### config.mk
export PLATFORM = sky130hd
export DESIGN_NAME = board_ram_arbiter_flat
export DESIGN_NICKNAME = d
export VERILOG_FILES = /design/src/rtl/board_ram_arbiter_if.sv /design/src/rtl/board_ram_arbiter.sv /design/src/flat_wrapper.sv
export SDC_FILE = /design/constraint.sdc
export NUM_CORES = 1
export LEC_CHECK = 0
export BUFFER_PORTS_ARGS = -buffer_cell sky130_fd_sc_hd__buf_2
export CAP_MARGIN = 15
export CORE_ASPECT_RATIO = 0.8
export CORE_MARGIN = 2
export CORE_UTILIZATION = 40
export CTS_BUF_LIST = sky130_fd_sc_hd__clkbuf_2 sky130_fd_sc_hd__clkbuf_4 sky130_fd_sc_hd__clkbuf_8
export DETAILED_ROUTE_END_ITERATION = 12
export GPL_TIMING_DRIVEN = 1
export SETUP_SLACK_MARGIN = 0.3
export SLEW_MARGIN = 0
export SYNTH_ARGS = -nofsm -noshare
export SYNTH_HDL_FRONTEND = slang
export SYNTH_SLANG_ARGS = --single-unit
### constraint.sdc
create_clock -name clk -period 2.83 [get_ports clk]
set_input_delay 0.4245 -clock clk [delete_from_list [all_inputs] [get_ports clk]]
set_output_delay 0.4245 -clock clk [all_outputs]
set_load 0.01 [all_outputs]
### src/rtl/board_ram_arbiter_if.sv
// board_ram_arbiter_if
//   Bundles every signal of the board RAM arbiter except clk/reset.
//   Groups:
//     display   : disp_en, disp_x, disp_y -> disp_kind (2-cycle latency)
//     game write: wr_valid/wr_ready handshake, wr_x, wr_y, wr_kind
//     game read : rd_valid/rd_ready handshake, rd_x, rd_y -> rd_resp_valid, rd_kind
//     clear     : clr_start -> clr_busy, clr_done
//     RAM port  : ram_addr, ram_we, ram_wdata -> ram_rdata (1-cycle read latency)
//   Modports:
//     slave  - the arbiter itself
//     master - the surrounding system (game engine, display, RAM)
interface board_ram_arbiter_if #(
    parameter int KIND_W = 4,
    parameter int ADDR_W = 8
);
    logic              disp_en;
    logic [4:0]        disp_x;
    logic [4:0]        disp_y;
    logic [KIND_W-1:0] disp_kind;

    logic              wr_valid;
    logic              wr_ready;
    logic [4:0]        wr_x;
    logic [4:0]        wr_y;
    logic [KIND_W-1:0] wr_kind;

    logic              rd_valid;
    logic              rd_ready;
    logic [4:0]        rd_x;
    logic [4:0]        rd_y;
    logic              rd_resp_valid;
    logic [KIND_W-1:0] rd_kind;

    logic              clr_start;
    logic              clr_busy;
    logic              clr_done;

    logic [ADDR_W-1:0] ram_addr;
    logic              ram_we;
    logic [KIND_W-1:0] ram_wdata;
    logic [KIND_W-1:0] ram_rdata;

    modport slave (
        input  disp_en, disp_x, disp_y,
        input  wr_valid, wr_x, wr_y, wr_kind,
        input  rd_valid, rd_x, rd_y,
        input  clr_start,
        input  ram_rdata,
        output disp_kind, wr_ready, rd_ready, rd_resp_valid, rd_kind,
        output clr_busy, clr_done,
        output ram_addr, ram_we, ram_wdata
    );

    modport master (
        output disp_en, disp_x, disp_y,
        output wr_valid, wr_x, wr_y, wr_kind,
        output rd_valid, rd_x, rd_y,
        output clr_start,
        output ram_rdata,
        input  disp_kind, wr_ready, rd_ready, rd_resp_valid, rd_kind,
        input  clr_busy, clr_done,
        input  ram_addr, ram_we, ram_wdata
    );
endinterface

### src/rtl/board_ram_arbiter.sv
// board_ram_arbiter
//   Shares one single-port synchronous board RAM between the display
//   (absolute priority, fixed 2-cycle latency) and the game logic (queued
//   writes, single outstanding read, whole-board clear sweep).
//   Ports:
//     clk   - system clock
//     reset - asynchronous, active-high reset
//     bus   - board_ram_arbiter_if.slave (display, game write/read, clear, RAM)
//   The RAM address/we/wdata are driven combinationally from registered
//   state and the current display request so that a display read presented
//   in cycle N appears on disp_kind after the edge ending cycle N+1.
module board_ram_arbiter #(
    parameter int COLS       = 10,
    parameter int ROWS       = 20,
    parameter int KIND_W     = 4,
    parameter int ADDR_W     = 8,
    parameter int FIFO_DEPTH = 4
) (
    input  logic                clk,
    input  logic                reset,
    board_ram_arbiter_if.slave  bus
);
    localparam int PTR_W = $clog2(FIFO_DEPTH);
    localparam int CNT_W = PTR_W + 1;
    localparam logic [ADDR_W-1:0] LAST_ADDR = ADDR_W'(COLS * ROWS - 1);

    typedef enum logic [0:0] {ST_IDLE, ST_CLEAR} state_t;

    function automatic logic in_range(input logic [4:0] x, input logic [4:0] y);
        return (32'(x) < 32'(COLS)) && (32'(y) < 32'(ROWS));
    endfunction

    function automatic logic [ADDR_W-1:0] cell_addr(input logic [4:0] x, input logic [4:0] y);
        return ADDR_W'(32'(y) * 32'(COLS) + 32'(x));
    endfunction

    // Control state
    state_t            state_reg;
    logic [ADDR_W-1:0] clr_cnt_reg;
    logic              clr_busy_reg;
    logic              clr_done_reg;
    logic [ADDR_W-1:0] last_addr_reg;

    // Write queue
    logic [PTR_W-1:0]  wptr_reg;
    logic [PTR_W-1:0]  rptr_reg;
    logic [CNT_W-1:0]  count_reg;
    logic [ADDR_W-1:0] fifo_addr [FIFO_DEPTH];
    logic [KIND_W-1:0] fifo_kind [FIFO_DEPTH];

    // Read / display pipelines
    logic              rd_pend_reg;
    logic              rd_ok_reg;
    logic [ADDR_W-1:0] rd_addr_reg;
    logic              rd_ready_reg;
    logic              rd_v1_reg;
    logic              rd_ok1_reg;
    logic              rd_resp_valid_reg;
    logic [KIND_W-1:0] rd_kind_reg;
    logic              disp_v1_reg;
    logic [KIND_W-1:0] disp_kind_reg;

    // Combinational decisions
    logic              disp_ok;
    logic              wr_ready_c;
    logic              push;
    logic              push_keep;
    logic              clr_go;
    logic              rd_accept;
    logic              pop;
    logic              rd_issue;
    logic              clr_wr;
    logic [ADDR_W-1:0] addr_next;
    logic              we_next;
    logic [KIND_W-1:0] wdata_next;

    assign disp_ok    = in_range(bus.disp_x, bus.disp_y);
    assign wr_ready_c = (count_reg != CNT_W'(FIFO_DEPTH)) && !clr_busy_reg;
    assign push       = bus.wr_valid && wr_ready_c;
    // Out-of-range writes complete the handshake but never enter the queue.
    assign push_keep  = push && in_range(bus.wr_x, bus.wr_y);
    assign clr_go     = bus.clr_start && !clr_busy_reg;
    assign rd_accept  = bus.rd_valid && rd_ready_reg;

    // Single RAM slot, fixed priority: display, clear, queued write, read.
    always_comb begin
        addr_next  = last_addr_reg;
        we_next    = 1'b0;
        wdata_next = '0;
        pop        = 1'b0;
        rd_issue   = 1'b0;
        clr_wr     = 1'b0;
        if (bus.disp_en) begin
            if (disp_ok) begin
                addr_next = cell_addr(bus.disp_x, bus.disp_y);
            end
        end else if (state_reg == ST_CLEAR) begin
            clr_wr    = 1'b1;
            we_next   = 1'b1;
            addr_next = clr_cnt_reg;
        end else if (count_reg != '0) begin
            pop        = 1'b1;
            we_next    = 1'b1;
            addr_next  = fifo_addr[rptr_reg];
            wdata_next = fifo_kind[rptr_reg];
        end else if (rd_pend_reg) begin
            // Queue empty here, so the read sees every earlier write.
            rd_issue = 1'b1;
            if (rd_ok_reg) begin
                addr_next = rd_addr_reg;
            end
        end
    end

    // Queue storage: one register pair per entry, loaded when the write
    // pointer selects it. No reset needed; occupancy is tracked by count_reg.
    generate
        for (genvar gi = 0; gi < FIFO_DEPTH; gi++) begin : g_fifo
            logic [ADDR_W-1:0] addr_q;
            logic [KIND_W-1:0] kind_q;
            always_ff @(posedge clk) begin
                if (push_keep && (wptr_reg == PTR_W'(gi))) begin
                    addr_q <= cell_addr(bus.wr_x, bus.wr_y);
                    kind_q <= bus.wr_kind;
                end
            end
            assign fifo_addr[gi] = addr_q;
            assign fifo_kind[gi] = kind_q;
        end
    endgenerate

    // Clear FSM and queue pointers
    always_ff @(posedge clk or posedge reset) begin
        if (reset) begin
            state_reg     <= ST_IDLE;
            clr_cnt_reg   <= '0;
            clr_busy_reg  <= 1'b0;
            clr_done_reg  <= 1'b0;
            last_addr_reg <= '0;
            wptr_reg      <= '0;
            rptr_reg      <= '0;
            count_reg     <= '0;
        end else begin
            last_addr_reg <= addr_next;
            clr_done_reg  <= 1'b0;
            case (state_reg)
                ST_IDLE: begin
                    if (clr_go) begin
                        // Flush wins over a push landing on the same edge.
                        state_reg    <= ST_CLEAR;
                        clr_busy_reg <= 1'b1;
                        clr_cnt_reg  <= '0;
                        wptr_reg     <= '0;
                        rptr_reg     <= '0;
                        count_reg    <= '0;
                    end else begin
                        if (push_keep) wptr_reg <= wptr_reg + 1'b1;
                        if (pop)       rptr_reg <= rptr_reg + 1'b1;
                        count_reg <= count_reg + CNT_W'(push_keep) - CNT_W'(pop);
                    end
                end
                ST_CLEAR: begin
                    if (clr_wr) begin
                        if (clr_cnt_reg == LAST_ADDR) begin
                            state_reg    <= ST_IDLE;
                            clr_busy_reg <= 1'b0;
                            clr_done_reg <= 1'b1;
                        end else begin
                            clr_cnt_reg <= clr_cnt_reg + 1'b1;
                        end
                    end
                end
                default: state_reg <= ST_IDLE;
            endcase
        end
    end

    // Game read and display result pipelines
    always_ff @(posedge clk or posedge reset) begin
        if (reset) begin
            rd_pend_reg       <= 1'b0;
            rd_ok_reg         <= 1'b0;
            rd_addr_reg       <= '0;
            rd_ready_reg      <= 1'b1;
            rd_v1_reg         <= 1'b0;
            rd_ok1_reg        <= 1'b0;
            rd_resp_valid_reg <= 1'b0;
            rd_kind_reg       <= '0;
            disp_v1_reg       <= 1'b0;
            disp_kind_reg     <= '0;
        end else begin
            disp_v1_reg   <= bus.disp_en && disp_ok;
            disp_kind_reg <= disp_v1_reg ? bus.ram_rdata : '0;

            if (rd_accept) begin
                rd_pend_reg  <= 1'b1;
                rd_ready_reg <= 1'b0;
                rd_ok_reg    <= in_range(bus.rd_x, bus.rd_y);
                rd_addr_reg  <= cell_addr(bus.rd_x, bus.rd_y);
            end
            if (rd_issue) begin
                rd_pend_reg <= 1'b0;
            end
            rd_v1_reg         <= rd_issue;
            rd_ok1_reg        <= rd_issue && rd_ok_reg;
            rd_resp_valid_reg <= rd_v1_reg;
            if (rd_v1_reg) begin
                rd_kind_reg  <= rd_ok1_reg ? bus.ram_rdata : '0;
                rd_ready_reg <= 1'b1;
            end
        end
    end

    assign bus.disp_kind     = disp_kind_reg;
    assign bus.wr_ready      = wr_ready_c;
    assign bus.rd_ready      = rd_ready_reg;
    assign bus.rd_resp_valid = rd_resp_valid_reg;
    assign bus.rd_kind       = rd_kind_reg;
    assign bus.clr_busy      = clr_busy_reg;
    assign bus.clr_done      = clr_done_reg;
    assign bus.ram_addr      = addr_next;
    assign bus.ram_we        = we_next;
    assign bus.ram_wdata     = wdata_next;
endmodule

### src/flat_wrapper.sv
// flat-port wrapper written by rule: the top's interface ports become plain ports
module board_ram_arbiter_flat 
#(
    parameter int COLS       = 10,
    parameter int ROWS       = 20,
    parameter int KIND_W     = 4,
    parameter int ADDR_W     = 8,
    parameter int FIFO_DEPTH = 4
)
  (clk, reset, bus_disp_en, bus_disp_x, bus_disp_y, bus_wr_valid, bus_wr_x, bus_wr_y, bus_wr_kind, bus_rd_valid, bus_rd_x, bus_rd_y, bus_clr_start, bus_ram_rdata, bus_disp_kind, bus_wr_ready, bus_rd_ready, bus_rd_resp_valid, bus_rd_kind, bus_clr_busy, bus_clr_done, bus_ram_addr, bus_ram_we, bus_ram_wdata);
  board_ram_arbiter_if #(.KIND_W(KIND_W), .ADDR_W(ADDR_W)) bus_i ();
  input  logic clk;
  input  logic reset;
  input wire logic [$bits(bus_i.disp_en)-1:0] bus_disp_en;
  input wire logic [$bits(bus_i.disp_x)-1:0] bus_disp_x;
  input wire logic [$bits(bus_i.disp_y)-1:0] bus_disp_y;
  input wire logic [$bits(bus_i.wr_valid)-1:0] bus_wr_valid;
  input wire logic [$bits(bus_i.wr_x)-1:0] bus_wr_x;
  input wire logic [$bits(bus_i.wr_y)-1:0] bus_wr_y;
  input wire logic [$bits(bus_i.wr_kind)-1:0] bus_wr_kind;
  input wire logic [$bits(bus_i.rd_valid)-1:0] bus_rd_valid;
  input wire logic [$bits(bus_i.rd_x)-1:0] bus_rd_x;
  input wire logic [$bits(bus_i.rd_y)-1:0] bus_rd_y;
  input wire logic [$bits(bus_i.clr_start)-1:0] bus_clr_start;
  input wire logic [$bits(bus_i.ram_rdata)-1:0] bus_ram_rdata;
  output wire logic [$bits(bus_i.disp_kind)-1:0] bus_disp_kind;
  output wire logic [$bits(bus_i.wr_ready)-1:0] bus_wr_ready;
  output wire logic [$bits(bus_i.rd_ready)-1:0] bus_rd_ready;
  output wire logic [$bits(bus_i.rd_resp_valid)-1:0] bus_rd_resp_valid;
  output wire logic [$bits(bus_i.rd_kind)-1:0] bus_rd_kind;
  output wire logic [$bits(bus_i.clr_busy)-1:0] bus_clr_busy;
  output wire logic [$bits(bus_i.clr_done)-1:0] bus_clr_done;
  output wire logic [$bits(bus_i.ram_addr)-1:0] bus_ram_addr;
  output wire logic [$bits(bus_i.ram_we)-1:0] bus_ram_we;
  output wire logic [$bits(bus_i.ram_wdata)-1:0] bus_ram_wdata;
  assign bus_i.disp_en = bus_disp_en;
  assign bus_i.disp_x = bus_disp_x;
  assign bus_i.disp_y = bus_disp_y;
  assign bus_i.wr_valid = bus_wr_valid;
  assign bus_i.wr_x = bus_wr_x;
  assign bus_i.wr_y = bus_wr_y;
  assign bus_i.wr_kind = bus_wr_kind;
  assign bus_i.rd_valid = bus_rd_valid;
  assign bus_i.rd_x = bus_rd_x;
  assign bus_i.rd_y = bus_rd_y;
  assign bus_i.clr_start = bus_clr_start;
  assign bus_i.ram_rdata = bus_ram_rdata;
  assign bus_disp_kind = bus_i.disp_kind;
  assign bus_wr_ready = bus_i.wr_ready;
  assign bus_rd_ready = bus_i.rd_ready;
  assign bus_rd_resp_valid = bus_i.rd_resp_valid;
  assign bus_rd_kind = bus_i.rd_kind;
  assign bus_clr_busy = bus_i.clr_busy;
  assign bus_clr_done = bus_i.clr_done;
  assign bus_ram_addr = bus_i.ram_addr;
  assign bus_ram_we = bus_i.ram_we;
  assign bus_ram_wdata = bus_i.ram_wdata;
  board_ram_arbiter #(.COLS(COLS), .ROWS(ROWS), .KIND_W(KIND_W), .ADDR_W(ADDR_W), .FIFO_DEPTH(FIFO_DEPTH)) u_core (.clk(clk), .reset(reset), .bus(bus_i));
endmodule
# ---- Word level (Yosys, flattened, before mapping)
# Cells that the tools add are included.
dict set report op_classes {
  addsub 8
  n_mul 3
  order_cmp 7
  eq_ne 9
  muxes 52
  bitwise 2
  reduce_logical 25
}
# operator n
set op_table {}
lappend op_table {{two-way mux 8 bit} 11}
lappend op_table {{two-way mux 4 bit} 7}
lappend op_table {{adder 8 x 5 -> 8 bit} 3}
lappend op_table {{two-way mux 1 bit} 24}
lappend op_table {{multiplier 5 x 3 -> 7 bit, second input constant} 3}
lappend op_table {{binary-select mux 8 bit (select 2 bit)} 1}
lappend op_table {{one-hot mux 8 bit (2 select lines)} 1}
lappend op_table {{< comparator 5 x 4 -> 1 bit, second input constant} 3}
lappend op_table {{< comparator 5 bit, second input constant} 3}
lappend op_table {{logical AND 1 bit} 14}
lappend op_table {{adder 8 x 1 -> 8 bit, second input constant} 1}
lappend op_table {{binary-select mux 4 bit (select 2 bit)} 1}
lappend op_table {{equality test 8 bit, second input constant} 1}
lappend op_table {{two-way mux 2 bit} 4}
lappend op_table {{nonzero test 2 bit} 4}
lappend op_table {{!= test 2 bit, second input constant} 3}
lappend op_table {{AND reduction 3 bit} 2}
lappend op_table {{adder 2 x 1 -> 2 bit, second input constant} 2}
lappend op_table {{equality test 2 bit, second input constant} 2}
lappend op_table {{one-hot mux 1 bit (2 select lines)} 2}
lappend op_table {{AND reduction 2 bit} 2}
lappend op_table {{adder 3 x 1 -> 3 bit} 1}
lappend op_table {{greater-or-equal comparator 3 bit, second input constant} 1}
lappend op_table {{two-way mux 3 bit} 1}
lappend op_table {{9 further kinds} 9}
dict set report word_totals {
  ff_bits 97
  inputBits 44
  wordCells 132
}

# ---- Longest topological paths before layout
dict set report logic_depth {
  ltp_word 7
  depth_mapped 10
  depth_no_buf 10
}

# ---- Least setup slack after synthesis
# OpenSTA, ideal clock, no wires.
dict set report synth_timing {
  kind {input to output}
  startpoint {in bus_disp_y[1]}
  endpoint {out bus_ram_addr[6]}
  t_arrival_ns 2.263
  required_ns 2.406
  slack_ns 0.142
  path_stages 7
  n_path_buf 0
  path_cell_list {ha_1 ha_1 fa_1 inv_1 a211oi_1 or3b_2 a41oi_1}
}
dict set report synth_via {
  elab_chain_cells 4
  word_cells_on_any_way 6
  cone_classes {add/sub: 1; mul: 1; order compare: 1; mux: 2; reduce/logical: 1}
}
# item line
set synth_rtl {}
lappend synth_rtl {{start: declaration} flat_wrapper.sv:16} ;# input wire logic [$bits(bus_i.disp_y)-1:0] bus_disp_y;
lappend synth_rtl {{multiplier 5 x 3 -> 7 bit or < comparator 5 bit (tied branches)} {board_ram_arbiter.sv:34, board_ram_arbiter.sv:30}}
lappend synth_rtl {{adder 8 x 5 -> 8 bit or logical AND 1 bit (tied branches)} {board_ram_arbiter.sv:34, board_ram_arbiter.sv:30}}
lappend synth_rtl {{two-way mux 8 bit *} board_ram_arbiter.sv:94} ;# if (disp_ok) begin
lappend synth_rtl {{two-way mux 8 bit *} board_ram_arbiter.sv:93} ;# if (bus.disp_en) begin
lappend synth_rtl {{end: declaration} flat_wrapper.sv:33} ;# output wire logic [$bits(bus_i.ram_addr)-1:0] bus_ram_addr;
# Every way passes the cells marked *; elsewhere a longest branch is shown, timed or not.

# ---- Worst setup path in the final report
# Same ends and word-level chain as after synthesis.

==> results.json <==
{
  "status": "completed",
  "cts_buffers": 9,
  "fin_cells": 710,
  "synth-main-ff-cell": "edfxtp_1",
  "arrival_ns": 2.27,
  "antenna_found_initial": 0,
  "setup_tns_ns": 0,
  "synth_seq_cells": 97,
  "worst_ep_required_time_ns": 2.41,
  "cp_common_cell": "ha_4",
  "htree_levels": 3,
  "floorplan.initialDensity_pct": 40.69,
  "holdCritPathClass": "input port to async pin",
  "synth-edff-count": 48,
  "syn_to_final_growth_pct": 23.51,
  "clockRootBuffer": "clkbuf_8",
  "grt_max_degree": 35,
  "synth_top_area_cell": "edfxtp_1",
  "rsz0062_at_grt": "true",
  "r2r_end": "u_core.last_addr_reg[3]",
  "dieHeight_um": 106.0,
  "ys_seq_area_share_pct": 51.34,
  "fin_skew_ns": 0.01207,
  "drive_gt1_share_pct": 34.02,
  "slew_viol_final": 0,
  "cp_slowest_cell": "fa_2",
  "cts.path.max_buffers": 2,
  "reg2reg_depth": 13,
  "synth.area.top_cells": "edfxtp_1 28%, dfrtp_1 23%, ha_1 8.9%",
  "overflow": 0,
  "slew_headroom_pct": 56.64,
  "finalCritPeriodShare_pct": 95.19,
  "synth-async-reset-ratio_pct": 50.52,
  "drt_first_pass_iters": 4,
  "fin_util_pct": 50.25,
  "largestRegisters": "u_core.g_fifo.addr_q x32, u_core.g_fifo.kind_q x16",
  "cp-start-kind": "input port",
  "setup_ws_ns": 0.1363,
  "grt_usage_pct": 16.93,
  "ff2ff_setup_slack_ns": 0.32,
  "via_count": 3556,
  "critPathLaunch": "bus_disp_y[1]",
  "cap_violations": 0,
  "netlist_area_um2": 5199,
  "hold_slack_ns": 0.08556,
  "power.density_nw_per_um2": 657.9,
  "io_pins": 70,
  "largest-register": "u_core.g_fifo.addr_q",
  "viasPerCell": 5.008,
  "avgSynthCellArea_um2": 12.15,
  "die_area_um2": 13930,
  "yosysTopAreaCellShare_pct": 27.73,
  "finalSetupViolCount": 0,
  "drt_iter0_markers": 203,
  "hpwlAfterDp_mm": 8.114,
  "endpoint_kind": "primary output",
  "cts_tree": "done",
  "tightest_slew_ns": 0.6504,
  "path_class": "input port to primary output",
  "clock-sinks": 97,
  "path_clk_slew_ns": 0.11,
  "final_common_cell": "buf_2",
  "globalplace.congestion": 0.8205,
  "syn_nets": 516,
  "power_mw": 4.224,
  "placed_area_um2": 5771,
  "rows": 37,
  "leakage_nw": 2.766,
  "grt_pass1_wl_mm": 18.48,
  "fin_area_um2": 6421,
  "postRouteAntennaNets": 0,
  "antenna_cells": 0,
  "setup.worst_path.end": "bus_ram_addr[6]",
  "placed_cells": 668,
  "cts-hold-fix-buffers": 0,
  "wl_per_cell_um": 15.94,
  "largest_reg_flops": 32,
  "synth_cells": 428,
  "r2r-start": "u_core.rptr_reg[0]",
  "critical_path.max_stage_delay_ns": 0.44,
  "drc": 0,
  "first_global_vias": 3621,
  "wl_mm": 11.32,
  "preCtsSetupSlack_ns": -0.01570,
  "worstPathCellList": "buf_6 -> ha_4 -> ha_4 -> fa_2 -> inv_2 -> a211oi_2 -> or3b_4 -> a41oi_2 -> buf_2",
  "peakVddDrop_mv": 0.3213,
  "crit_fanout": 3,
  "finalHoldViolCount": 0,
  "clkLatencyLatePin_ns": 0.38,
  "ys_types": 51,
  "max_freq_ghz": 0.3712,
  "dieWidth_um": 131.5,
  "core_um2": 12780,
  "nets": 618,
  "layout.cells.most_common_list": "66 x buf_2, 48 x edfxtp_1, 46 x dfrtp_1",
  "yosys_warnings": 0,
  "portBuffers": 69,
  "post-route-min-period_ns": 2.694
}
critical path: cells and delay by family:
family          cells  cell delay, ns
fa+ha+maj           3            0.83
simple gates        1            0.38
buf+inv             3            0.37
compound gates      2            0.27
routing by layer:
layer | wire [um] | global-route usage [%] | up-vias
met2 | 5253 | 26.81 | 69
met3 | 502 | 4.101 | 9
met1 | 5427 | 23.41 | 1733
met4 | 133 | 4.736 | 0
met5 | 0 | 0 | -
li1 | - | - | 1745
synth_stat cells (9+ instances only):
| master | n |
|---|---|
| dfrtp_1 | 48 |
| edfxtp_1 | 48 |
| ha_1 | 37 |
| inv_1 | 29 |
| o21ai_0 | 28 |
| nand2_1 | 27 |
| nor2_1 | 27 |
| xnor2_1 | 22 |
| a21oi_1 | 18 |
| nand3_1 | 17 |
| and2_1 | 14 |
| a211oi_1 | 11 |
| mux4_1 | 9 |
worst min-delay path by stage:
stage                               end  slack, ns  cells after the start
2_1_floorplan  u_core.bus.rd_resp_valid       0.35                      0
3_3_place_gp      u_core.rd_addr_reg[7]       0.47                      2
3_5_place_dp      u_core.rd_addr_reg[5]       0.47                      2
4_1_cts           u_core.rd_addr_reg[0]       0.09                      2
5_1_grt           u_core.rd_addr_reg[7]       0.11                      2
6_report          u_core.rd_addr_reg[0]       0.09                      2
power by group:
group	switching (mW)	internal, mW
logic	0.753	0.826
clock network	0.534	0.346
registers	0.145	1.62
layout make-up:
class                   instances  area [um2]
repair buffers                107       689.4
fillers                      1163        6356
multi-input cells             286        2536
clock inverters                 7       72.57
well taps                     175       219.0
clock buffers                   9       123.9
flip-flops and latches         97        2671
inverters                      29       108.9
timing repair:
action                     4_1_cts  5_1_grt
pin swaps                       18       21
gates resized for setup         28       28
cloned                           0        0
setup endpoints to repair        8        9
setup buffers                   18        8
kinds of logic after synthesis:
family / Yosys count / share of synthesized area, %
and+or+nand+nor: 113 / 11.26
DFF: 97 / 51.34
AOI/OAI and AO/OA: 83 / 9.940
buffers and inverters: 45 / 4.019
adders and majority gates: 44 / 11.60
xor gates and xnor gates: 26 / 4.380
muxes: 20 / 7.461
Power figures use the tool's default switching activity.
